<file path="config.mk">
export PLATFORM = sky130hd
export DESIGN_NAME = xor_cipher_ctrl_flat
export DESIGN_NICKNAME = d
export VERILOG_FILES = /design/src/rtl/xor_cipher_ctrl_if.sv /design/src/rtl/xor_cipher_ctrl.sv /design/src/flat_wrapper.sv
export SDC_FILE = /design/constraint.sdc
export NUM_CORES = 1
export LEC_CHECK = 0
export BUFFER_PORTS_ARGS = -buffer_cell sky130_fd_sc_hd__buf_4
export CAP_MARGIN = 0
export CORE_MARGIN = 3
export CORE_UTILIZATION = 55
export DETAILED_ROUTE_END_ITERATION = 6
export HOLD_SLACK_MARGIN = 0.08
export PLACE_DENSITY = 0.87
export SLEW_MARGIN = 40
export SYNTH_ARGS = -nofsm -noshare
export SYNTH_HDL_FRONTEND = slang
export SYNTH_SLANG_ARGS = --single-unit
</file>
<file path="constraint.sdc">
create_clock -name clk -period 2.7 [get_ports clk]
set_clock_uncertainty 0.05 [all_clocks]
set_input_delay 0.27 -clock clk [delete_from_list [all_inputs] [get_ports clk]]
set_output_delay 0.27 -clock clk [all_outputs]
set_load 0.01 [all_outputs]
</file>
<file path="src/rtl/xor_cipher_ctrl_if.sv">
// FIFO-side bus of the XOR cipher controller: RX read port, TX write port,
// rekey request and status.
interface xor_cipher_ctrl_if #(
    parameter int CNT_W = 16
);
    logic             rx_empty;
    logic [7:0]       r_data;
    logic             rd_uart;
    logic             tx_full;
    logic             wr_uart;
    logic [7:0]       w_data;
    logic             rekey;
    logic             key_ready;
    logic [CNT_W-1:0] byte_count;

    modport master (
        input  rx_empty, r_data, tx_full, rekey,
        output rd_uart, wr_uart, w_data, key_ready, byte_count
    );

    modport slave (
        output rx_empty, r_data, tx_full, rekey,
        input  rd_uart, wr_uart, w_data, key_ready, byte_count
    );
endinterface

</file>
<file path="src/rtl/xor_cipher_ctrl.sv">
// Repeating-key XOR engine between a UART RX FIFO and TX FIFO. The first
// KEY_LEN bytes after reset/rekey form the key; later bytes are XORed and echoed.
module xor_cipher_ctrl #(
    parameter int unsigned KEY_LEN   = 4,
    parameter int unsigned KEY_IDX_W = 2,
    parameter int unsigned CNT_W     = 16
) (
    input  logic           clk,
    input  logic           reset,
    xor_cipher_ctrl_if.master bus
);
    typedef enum logic [1:0] {
        ST_KEY  = 2'd0,
        ST_IDLE = 2'd1,
        ST_SEND = 2'd2
    } state_t;

    localparam logic [KEY_IDX_W-1:0] IDX_LAST = KEY_IDX_W'(KEY_LEN - 1);

    state_t               r_state;
    state_t               w_state_nxt;
    logic [KEY_IDX_W-1:0] r_idx;
    logic [KEY_IDX_W-1:0] w_idx_nxt;
    logic [7:0]           r_key [KEY_LEN];
    logic [7:0]           r_hold;
    logic [7:0]           w_hold_nxt;
    logic                 r_rekey_pend;
    logic                 w_rekey_pend_nxt;
    logic                 r_key_ready;
    logic                 w_key_ready_nxt;
    logic [CNT_W-1:0]     r_count;
    logic [CNT_W-1:0]     w_count_nxt;
    logic                 w_rd;
    logic                 w_wr;
    logic                 w_key_we;
    logic [KEY_IDX_W-1:0] w_key_widx;

    always_comb begin
        w_state_nxt      = r_state;
        w_idx_nxt        = r_idx;
        w_hold_nxt       = r_hold;
        w_rekey_pend_nxt = r_rekey_pend;
        w_key_ready_nxt  = r_key_ready;
        w_count_nxt      = r_count;
        w_rd             = 1'b0;
        w_wr             = 1'b0;
        w_key_we         = 1'b0;
        w_key_widx       = r_idx;

        case (r_state)
            ST_KEY: begin
                // A rekey during loading restarts at slot 0; a byte popped in
                // the same cycle becomes the new key[0].
                w_key_widx = bus.rekey ? '0 : r_idx;
                w_idx_nxt  = w_key_widx;
                if (!bus.rx_empty) begin
                    w_rd     = 1'b1;
                    w_key_we = 1'b1;
                    if (w_key_widx == IDX_LAST) begin
                        w_idx_nxt       = '0;
                        w_key_ready_nxt = 1'b1;
                        w_state_nxt     = ST_IDLE;
                    end else begin
                        w_idx_nxt = w_key_widx + KEY_IDX_W'(1);
                    end
                end
            end

            ST_IDLE: begin
                if (bus.rekey || r_rekey_pend) begin
                    w_state_nxt      = ST_KEY;
                    w_idx_nxt        = '0;
                    w_key_ready_nxt  = 1'b0;
                    w_rekey_pend_nxt = 1'b0;
                end else if (!bus.rx_empty) begin
                    w_rd        = 1'b1;
                    w_hold_nxt  = bus.r_data ^ r_key[r_idx];
                    w_state_nxt = ST_SEND;
                end
            end

            ST_SEND: begin
                if (bus.rekey) begin
                    w_rekey_pend_nxt = 1'b1;
                end
                if (!bus.tx_full) begin
                    w_wr        = 1'b1;
                    w_count_nxt = r_count + CNT_W'(1);
                    w_idx_nxt   = (r_idx == IDX_LAST) ? '0 : r_idx + KEY_IDX_W'(1);
                    w_state_nxt = ST_IDLE;
                end
            end

            default: begin
                w_state_nxt = ST_KEY;
                w_idx_nxt   = '0;
            end
        endcase
    end

    always_ff @(posedge clk or posedge reset) begin
        if (reset) begin
            r_state      <= ST_KEY;
            r_idx        <= '0;
            r_hold       <= '0;
            r_rekey_pend <= 1'b0;
            r_key_ready  <= 1'b0;
            r_count      <= '0;
            for (int unsigned i = 0; i < KEY_LEN; i++) begin
                r_key[i] <= '0;
            end
        end else begin
            r_state      <= w_state_nxt;
            r_idx        <= w_idx_nxt;
            r_hold       <= w_hold_nxt;
            r_rekey_pend <= w_rekey_pend_nxt;
            r_key_ready  <= w_key_ready_nxt;
            r_count      <= w_count_nxt;
            for (int unsigned i = 0; i < KEY_LEN; i++) begin
                if (w_key_we && (w_key_widx == KEY_IDX_W'(i))) begin
                    r_key[i] <= bus.r_data;
                end
            end
        end
    end

    // Strobes are masked while reset is held so no FIFO is touched during reset.
    assign bus.rd_uart    = w_rd & ~reset;
    assign bus.wr_uart    = w_wr & ~reset;
    assign bus.w_data     = r_hold;
    assign bus.key_ready  = r_key_ready;
    assign bus.byte_count = r_count;
endmodule

</file>
<file path="src/flat_wrapper.sv">
// flat-port wrapper written by rule: the top's interface ports become plain ports
module xor_cipher_ctrl_flat 
#(
    parameter int unsigned KEY_LEN   = 4,
    parameter int unsigned KEY_IDX_W = 2,
    parameter int unsigned CNT_W     = 16
)
  (clk, reset, bus_rx_empty, bus_r_data, bus_tx_full, bus_rekey, bus_rd_uart, bus_wr_uart, bus_w_data, bus_key_ready, bus_byte_count);
  xor_cipher_ctrl_if #(.CNT_W(CNT_W)) bus_i ();
  input  logic clk;
  input  logic reset;
  input wire logic [$bits(bus_i.rx_empty)-1:0] bus_rx_empty;
  input wire logic [$bits(bus_i.r_data)-1:0] bus_r_data;
  input wire logic [$bits(bus_i.tx_full)-1:0] bus_tx_full;
  input wire logic [$bits(bus_i.rekey)-1:0] bus_rekey;
  output wire logic [$bits(bus_i.rd_uart)-1:0] bus_rd_uart;
  output wire logic [$bits(bus_i.wr_uart)-1:0] bus_wr_uart;
  output wire logic [$bits(bus_i.w_data)-1:0] bus_w_data;
  output wire logic [$bits(bus_i.key_ready)-1:0] bus_key_ready;
  output wire logic [$bits(bus_i.byte_count)-1:0] bus_byte_count;
  assign bus_i.rx_empty = bus_rx_empty;
  assign bus_i.r_data = bus_r_data;
  assign bus_i.tx_full = bus_tx_full;
  assign bus_i.rekey = bus_rekey;
  assign bus_rd_uart = bus_i.rd_uart;
  assign bus_wr_uart = bus_i.wr_uart;
  assign bus_w_data = bus_i.w_data;
  assign bus_key_ready = bus_i.key_ready;
  assign bus_byte_count = bus_i.byte_count;
  xor_cipher_ctrl #(.KEY_LEN(KEY_LEN), .KEY_IDX_W(KEY_IDX_W), .CNT_W(CNT_W)) u_core (.clk(clk), .reset(reset), .bus(bus_i));
endmodule
</file>
==> Yosys cells after proc, flatten, opt, wreduce, memory -nomap -nowiden <==
Index checks and enable logic that the tools add are counted.
{ "word_totals": {"regBits": 62, "input_bits": 13, "output_inout_bits": 27, "elab_cells": 79} }
{ "op_classes": {"reduce_logical": 15, "n_bitwise": 8, "n_lt_le_gt_ge": 1, "eq_ne": 13, "muxes": 29, "add_sub_neg": 3} }
{ "ops": {"columns": ["operator", "n"], "rows": [
  ["$mux W2", 12],
  ["$add A16 B1 Y16 const B", 1],
  ["$bmux W8 S2", 1],
  ["$mux W8", 2],
  ["$pmux W2 S3", 2],
  ["$eq A2 B2 Y1 const B", 5],
  ["$mux W1", 9],
  ["$reduce_and A4 Y1", 2],
  ["$xor A8 B8 Y8", 1],
  ["$ne A2 B2 Y1 const B", 3],
  ["$pmux W1 S2", 3],
  ["$reduce_and A3 Y1", 2],
  ["$add A2 B1 Y2 const B", 2],
  ["$eq A2 B1 Y1 const B", 2],
  ["$logic_and A1 B1 Y1", 4],
  ["$logic_not A2 Y1", 2],
  ["$ne A2 B1 Y1 const B", 2],
  ["$not A1 Y1", 4],
  ["$reduce_and A2 Y1", 2],
  ["$reduce_bool A2 Y1", 2],
  ["$ge A3 B3 Y1 const B", 1],
  ["$ne A3 B2 Y1 const B", 1],
  ["$not A2 Y3", 1],
  ["$and A1 B1 Y1", 2],
  ["$logic_or A1 B1 Y1", 1]
]} }

==> Longest topological paths before layout <==
Gate-level depths: netlist of run 1.
{ "depth": {"ltp_word": 5, "depth_mapped": 6, "depth_no_buf": 5} }

==> Least setup slack after synthesis of run 1 <==
No wires, ideal clock.
{ "synth_timing": {"path_kind": "in2out", "start": "input reset", "end": "output bus_rd_uart", "required_ns": 2.380, "path_buffers": 0, "setup_slack_ns": 0.413, "arrival_ns": 1.967, "path_stages": 2, "cell_sequence": "inv_1 and3_1"} }
{ "synth_between": {"elab_chain_cells": 2} }
{ "synth_rtl": {"columns": ["element", "line_no", "rtl"], "rows": [
  ["start: declaration", "flat_wrapper.sv:11", "input logic reset;"],
  ["$not A1 Y1", "xor_cipher_ctrl.sv:128", "assign bus.rd_uart = w_rd & ~reset;"],
  ["$and A1 B1 Y1", "xor_cipher_ctrl.sv:128", null],
  ["end: declaration", "flat_wrapper.sv:16", "output wire logic [$bits(bus_i.rd_uart)-1:0] bus_rd_uart;"]
]} }
No other way between the ends.

==> Worst setup path after layout of run 1 <==
{ "layout_timing": {"start": "register u_core.r_state[1]", "end": "output bus_wr_uart"} }
{ "layout_between": {"elab_chain_cells": 3} }
{ "layout_rtl": {"columns": ["element", "line_no", "rtl"], "rows": [
  ["start: declaration", "xor_cipher_ctrl.sv:20", "state_t r_state;"],
  ["start signal: assignment", "xor_cipher_ctrl.sv:113", "r_state <= w_state_nxt;"],
  ["$eq A2 B2 Y1", "xor_cipher_ctrl.sv:50", "case (r_state)"],
  ["$mux W1", "xor_cipher_ctrl.sv:50", null],
  ["$and A1 B1 Y1", "xor_cipher_ctrl.sv:129", "assign bus.wr_uart = w_wr & ~reset;"],
  ["end: declaration", "flat_wrapper.sv:17", "output wire logic [$bits(bus_i.wr_uart)-1:0] bus_wr_uart;"]
]} }
No other way between the ends.

==> results by group, run 1 <==
Status
  – Status: completed

Floorplan
  – IO Pins: 40
  – Floorplan row count: 25
  – DIE HEIGHT: 78.1 um
  – Die Area: between 0.006 and 0.007 mm2
  – Core ar.: a little under 0.005 mm2
  – Die width: 78.1 um
  – Initial Util: 58.6%

Placed design
  – Routability cong.: 0.769
  – Port bufs: 39
  – DP Wirelength: 3660 um
  – Inst Count DP: between 300 and 400
  – Pre-CTS WS: around 640 ps

Layout
  – Nets@finish: 284
  – Leading cell type in the layout, fill and taps excluded: dfrtp_1
  – Area grow syn2layout: 19.4%
  – N_diodes: 0
  – Final std cells w/o fill: 341
  – Layout filler cell count: around 360
  – Most frequent cells in the layout: 62 x dfrtp_1, 40 x buf_4, 33 x mux2_2
  – Share of layout cells above drive strength 1: between 30% and 40%

Power and ir drop
  – Power Internal: 2.41 mW
  – Tot Pwr: 3.43 mW
  – Worst ir drop on vdd: 0.533 mV
  – Switching power share of the total: 29.6%
  – Sw Pwr: slightly above 1 mW
  – Pleak: 1.61 nW
  – Clock network power share: a little under a quarter
  – Power per Cell Area: between 1000 and 1500 mW/mm2
  – Sequential Power Share: 46.0%
  – Combinational power share: 30.7%

Route
  – DRC viols: 0
  – Number of vias per cell: between 5 and 6
  – ANT nets after route: 0
  – First DRT Iteration DRCs: 160
  – Drt pass-1 iters: 4
  – Routed length per instance: around 16 um
  – Final wirelength: 5480 um
  – Via Count: 1884

Critical path
  – Worst path slowest cell: dfrtp_1
  – Critical Path End Type: output port
  – Setup crit start kind: flop
  – CP dominant cell by count: nor2b_1
  – Worst-path fanout max: 13
  – Critical-path cell list: nor2b_1, nor2b_1, and2_1, buf_4
  – Critical Path AT: 1880 ps
  – Type of the worst setup path: flop to output port
  – Worst path max stage delay: 590 ps
  – CP Data Required Time: 2380 ps

Yosys
  – Top cell type's share of synthesized area: between 50% and 60%
  – Synthesis-stage register bit count: 62
  – Yosys top cell by area: dfrtp_1
  – Post-synth ARST share: 100%
  – Post-Syn Area: 0.00286 mm2
  – Syn nets: 240
  – Synth Flop Type: dfrtp_1
  – Sequential share of the synthesized area: between 50% and 60%
  – Ys Warns: 0
  – Distinct cells, synth: 38
  – Post-synth EDFFs: 0
  – Main area contributors after synthesis: dfrtp_1 54%, mux2_2 13%, mux4_2 6.3%
  – Synth Instances: roughly 230
  – Syn Area/Cell: 12.7 um2

Clock network
  – # clock sinks: 62
  – CTS Root Cell: clkbuf_8
  – CTS Buf Count: 9
  – Latest clock arrival within the worst-skew pair: 320 ps
  – Clock slew at reported path FFs: approximately 60 ps
  – CTS tree: yes
  – H-tree lvl count: 3
  – Resize count post-CTS: 0
  – Maximum clock path buffer count: 2

Timing
  – Worst Slack Setup Final: ~500 ps
  – Hold Slack: 168 ps
  – Worst-Margin Slew: 730 ps
  – Max_slew headroom: ~51%
  – Crit share post-route: about four fifths
  – Final Slew Violations: 0
  – Final worst path period need: 2200 ps
  – Setup violators final: 0
  – Setup TNS: 0 ps
  – FMAX: approximately 450 MHz
  – RSZ-0062 raised after global routing: no
  – Final hold vios: 0

GRT
  – Total grt overflow: 0
  – Gr usage total: 20.0%
  – First-pass GRT wire length: 9380 um
  – Vias in the first global route: 1995
  – Pin count of the biggest net entering global routing: 61
  – Initial antenna violation count: 0

Flow run
  – # Max-Cap Violations: 0

Min path
  – Worst Hold Class: primary input to flop
## power by group through the flow
stage | clock, mW | sequential (mW) | combinational [mW]
6_report | 0.799 | 1.58 | 1.05
4_1_cts | 0.820 | 1.57 | 1.07
5_1_grt | 0.856 | 1.62 | 1.16
2_1_floorplan | 0 | 1.48 | 0.848
3_3_place_gp | 0 | 1.56 | 1.01
3_5_place_dp | 0 | 1.59 | 1.06
## path summary, 6_finish.rpt
kind / cells after the start / slack [ps] / end / startpoint
max in group asynchronous: 4 / 1360 / u_core.r_key[8] / reset
min in group asynchronous: 3 / 330 / u_core.bus.key_ready / reset
setup reg to reg: 4 / 620 / u_core.r_key[21] / u_core.r_idx[0]
setup / recovery: 4 / 500 / bus_wr_uart / u_core.r_state[1]
hold / removal: 2 / 170 / u_core.r_key[17] / bus_r_data[1]
hold reg to reg: 2 / 430 / u_core.bus.w_data[5] / u_core.bus.w_data[5]
## what timing repair did
| item | CTS | global route |
|---|---|---|
| hold buffers | 1 | 0 |
| buffers inserted | 0 | 0 |
| hold endpoints to repair | 2 | 0 |
## metal layers
layer,global-route usage [%],part of all wire [%],routed length (um),up-vias
met5,0,0,0,-
met4,8.92,1.6,87,0
met3,5.16,3.9,213,7
met2,32.3,51,2810,55
met1,25.7,43,2370,938
li1,-,-,-,884
## kinds of logic after synthesis
logic type	after synthesis	share of synthesized area [%]
muxes	42	19.7
DFF	62	54.3
adders and majority gates	2	0.876
AOI/OAI and AO/OA	24	4.73
xor gates and xnor gates	23	7.05
buffers and inverters	11	1.75
and+or+nand+nor	61	11.6
## cell type report
| type | count | area [um2] | share of cell area [%] |
|---|---|---|---|
| repair buffers | 41 | 310 | 9.09 |
| flip-flops and latches | 62 | 1550 | 45.5 |
| clock buffers | 12 | 155 | 4.55 |
| clock inverters | 4 | 45.0 | 1.32 |
| multi-input cells | 152 | 1260 | 36.8 |
| well taps | 67 | 83.8 | 2.46 |
| inverters | 3 | 11.3 | 0.330 |
## flip-flops by register name (all words and copies together), names as in the netlist
register,cells
u_core.r_key,32
u_core.bus.w_data,8
u_core.r_idx,2
u_core.r_state,2
u_core.bus.byte_count,16
u_core.bus.key_ready,1
u_core.r_rekey_pend,1
## cell usage after synthesis, types with 4 or more instances
master	count
nand2_1	18
mux4_2	8
mux2_2	33
buf_2	4
xnor2_1	12
nor2_1	12
nand4_1	4
dfrtp_1	62
xor2_1	11
o21ai_0	14
a21oi_1	5
nand3_1	6
## worst max-delay path: cells and delay by family, from the launching register on
| kind | cells | cell delay [ps] |
|---|---|---|
| buffers and inverters | 1 | 120 |
| DFF | 1 | 590 |
| and+or+nand+nor | 3 | 850 |
## through the flow
stage,cell area (um2),util [%]
6_report,3410,69.9
5_1_grt,3410,69.9
4_1_cts,3410,69.9
3_5_place_dp,3200,65.6
3_3_place_gp,3200,65.6
2_1_floorplan,2860,-
(Power assumes the default switching activity.)
==> run 2: changes to the inputs <==
clock period = 2.2 ns   (was 2.7 ns; I/O delays follow)
==> run 2 against run 1 <==
  * Hold slack worse by 57 ps
  * Final cell count is 0.88% higher
  * Total power is 25% higher
  * Global-route usage is 0.50 points higher
  * Design area is 0.70% higher
  * Die area stayed put
  * First-iteration DRC count is 34% lower
  * Critical path type unchanged
  * Critical endpoint unchanged
  * Largest power group unchanged
==> results by group, run 2 (same netlist as run 1, synthesis figures left out) <==
Status
  – Status: completed

Critical path
  – Setup crit start kind: flop
  – Critical-path cell list: nor2b_1, nor2b_1, and2_1, buf_4
  – CP Data Required Time: 1930 ps (-450 ps)
  – Worst-path fanout max: 13 (unchanged)
  – Buf+Inv Stages, Crit Path: 1 (unchanged)
  – CP dominant cell by count: nor2b_1
  – Worst path slowest cell: dfrtp_2
  – Critical Path End Type: output port
  – Worst path max stage delay: 490 ps (-100 ps)
  – Critical Path AT: 1810 ps (-70 ps)
  – CP delay by family, top: simple AND/OR/NAND/NOR gates
  – Type of the worst setup path: flop to output port

Power and ir drop
  – Worst ir drop on vdd: 0.657 mV (+23%)
  – Power per Cell Area: 1240 mW/mm2 (+24%)
  – Pleak: 1.63 nW (+0.79%)

Timing
  – Hold Slack: 111 ps (-57.2 ps)
  – Final Slew Violations: 0 (unchanged)
  – Worst-Margin Slew: 714 ps (-16.1 ps)
  – Worst Slack Setup Final: 124 ps (-372 ps)
  – Crit share post-route: 94.4%
  – Max_slew headroom: 52.4% (+1.1 points)
  – RSZ-0062 raised after global routing: no
  – Setup TNS: 0 ps (unchanged)
  – Setup violators final: 0 (unchanged)
  – Final hold vios: 0 (unchanged)
  – FMAX: 482 MHz
  – Final worst path period need: 2080 ps

GRT
  – Total grt overflow: 0 (unchanged)
  – Pin count of the biggest net entering global routing: 60 (-1.6%)
  – GR peak layer: met2
  – First-pass GRT wire length: 9600 um (+2.4%)
  – Initial antenna violation count: 0 (unchanged)
  – Met3 Track Usage GR: 4.24% (-0.92 points)
  – Gr usage total: 20.5% (+0.50 points)
  – Met2 Track Usage GR: 32.3% (unchanged)
  – Vias in the first global route: 2032 (+1.9%)
  – Grt met1 use: 27.5% (+1.8 points)

Placed design
  – Port bufs: 39 (unchanged)
  – Routability cong.: 0.747 (-2.9%)
  – Pre-CTS WS: 353 ps (-283 ps)
  – Inst Count DP: 327 (+0.93%)
  – DP Wirelength: 3820 um (+4.3%)

Clock network
  – CTS tree: yes
  – Post-CTS Setup Bufs: 0 (unchanged)
  – Maximum clock path buffer count: 2 (unchanged)
  – H-tree lvl count: 3 (unchanged)
  – CTS Root Cell: clkbuf_8
  – Clock slew at reported path FFs: 70 ps (about the same)
  – Latest clock arrival within the worst-skew pair: 330 ps (about the same)
  – # clock sinks: 62 (unchanged)
  – CTS Buf Count: 9 (unchanged)

Layout
  – Share of layout cells above drive strength 1: 38.6% (+1.0 points)
  – Nets@finish: 287 (+1.1%)
  – Fin util: 70.4% (+0.49 points)
  – Max reg flops: 32 (unchanged)
  – Most frequent cells in the layout: 61 x dfrtp_1, 43 x buf_4, 33 x mux2_2
  – Largest reg by FF count: u_core.r_key
  – Final std cells w/o fill: 344 (+0.88%)
  – Leading cell type in the layout, fill and taps excluded: dfrtp_1
  – Area grow syn2layout: 20.3%
  – N_diodes: 0 (unchanged)

Route
  – Drt pass-1 iters: 4 (unchanged)
  – Via Count: 1898 (+0.74%)
  – Number of vias per cell: 5.52 (-0.14%)
  – DRC viols: 0 (unchanged)
  – Final wirelength: 5620 um (+2.6%)
  – First DRT Iteration DRCs: 106 (-34%)
  – ANT nets after route: 0 (unchanged)
  – Routed length per instance: 16.3 um (+1.7%)

Floorplan
  – Die Area: 0.00610 mm2 (unchanged)
  – Core ar.: 0.00488 mm2 (unchanged)
  – IO Pins: 40 (unchanged)
  – Floorplan row count: 25 (unchanged)
  – Initial Util: 58.6% (unchanged)
  – Die width: 78.1 um (unchanged)
  – DIE HEIGHT: 78.1 um (unchanged)

Flow run
  – # Max-Cap Violations: 0 (unchanged)

Min path
  – Worst Hold Class: primary input to flop
[run 2: per-stage QoR]
stage	cell area [um2]	power, mW
6_report	3440	4.27
5_1_grt	3440	4.53
4_1_cts	3440	4.30
3_5_place_dp	3230	3.28
3_3_place_gp	3230	3.20
2_1_floorplan	2860	2.86
[run 2: worst paths after layout]
| kind | start | endpoint | slack (ps) | depth (start not counted) |
|---|---|---|---|---|
| max | u_core.r_state[1] | bus_wr_uart | 120 | 4 |
| max in group asynchronous | reset | u_core.r_state[1] | 860 | 4 |
| max reg2reg | u_core.r_idx[0] | u_core.r_key[16] | 390 | 4 |
| min in group asynchronous | reset | u_core.r_idx[0] | 280 | 3 |
| min reg2reg | u_core.bus.w_data[0] | u_core.bus.w_data[0] | 430 | 2 |
| min | bus_r_data[1] | u_core.r_key[9] | 110 | 2 |
[run 2: timing repair]
item                                    4_1_cts  5_1_grt
endpoints found under the setup margin        0        1
endpoints found under the hold margin         3        0
gates resized for setup                       0        1
hold buffers                                  1        0
[run 2: layout make-up]
cell class,count,area [um2]
Timing Repair Buffer,44,333
Sequential cell,62,1550
Clock inverter,4,45.0
Inverter,3,11.3
Clock buffer,12,155
Fill cell,385,1440
Tap cell,67,83.8
Multi-Input combinational cell,152,1260
[run 2: metal layers]
| layer | vias to the layer above | routed length (um) |
|---|---|---|
| met1 | 956 | 2540 |
| met5 | - | 0 |
| met2 | 36 | 2780 |
| li1 | 896 | - |
| met3 | 10 | 204 |
| met4 | 0 | 94 |
[run 2: report_power, final]
group	leakage (nW)	total [mW]	internal [mW]	switching (mW)
combinational	0.724	1.37	0.842	0.528
clock	0.106	1.01	0.580	0.432
sequential	0.796	1.89	1.57	0.323
total	1.63	4.27	2.99	1.28
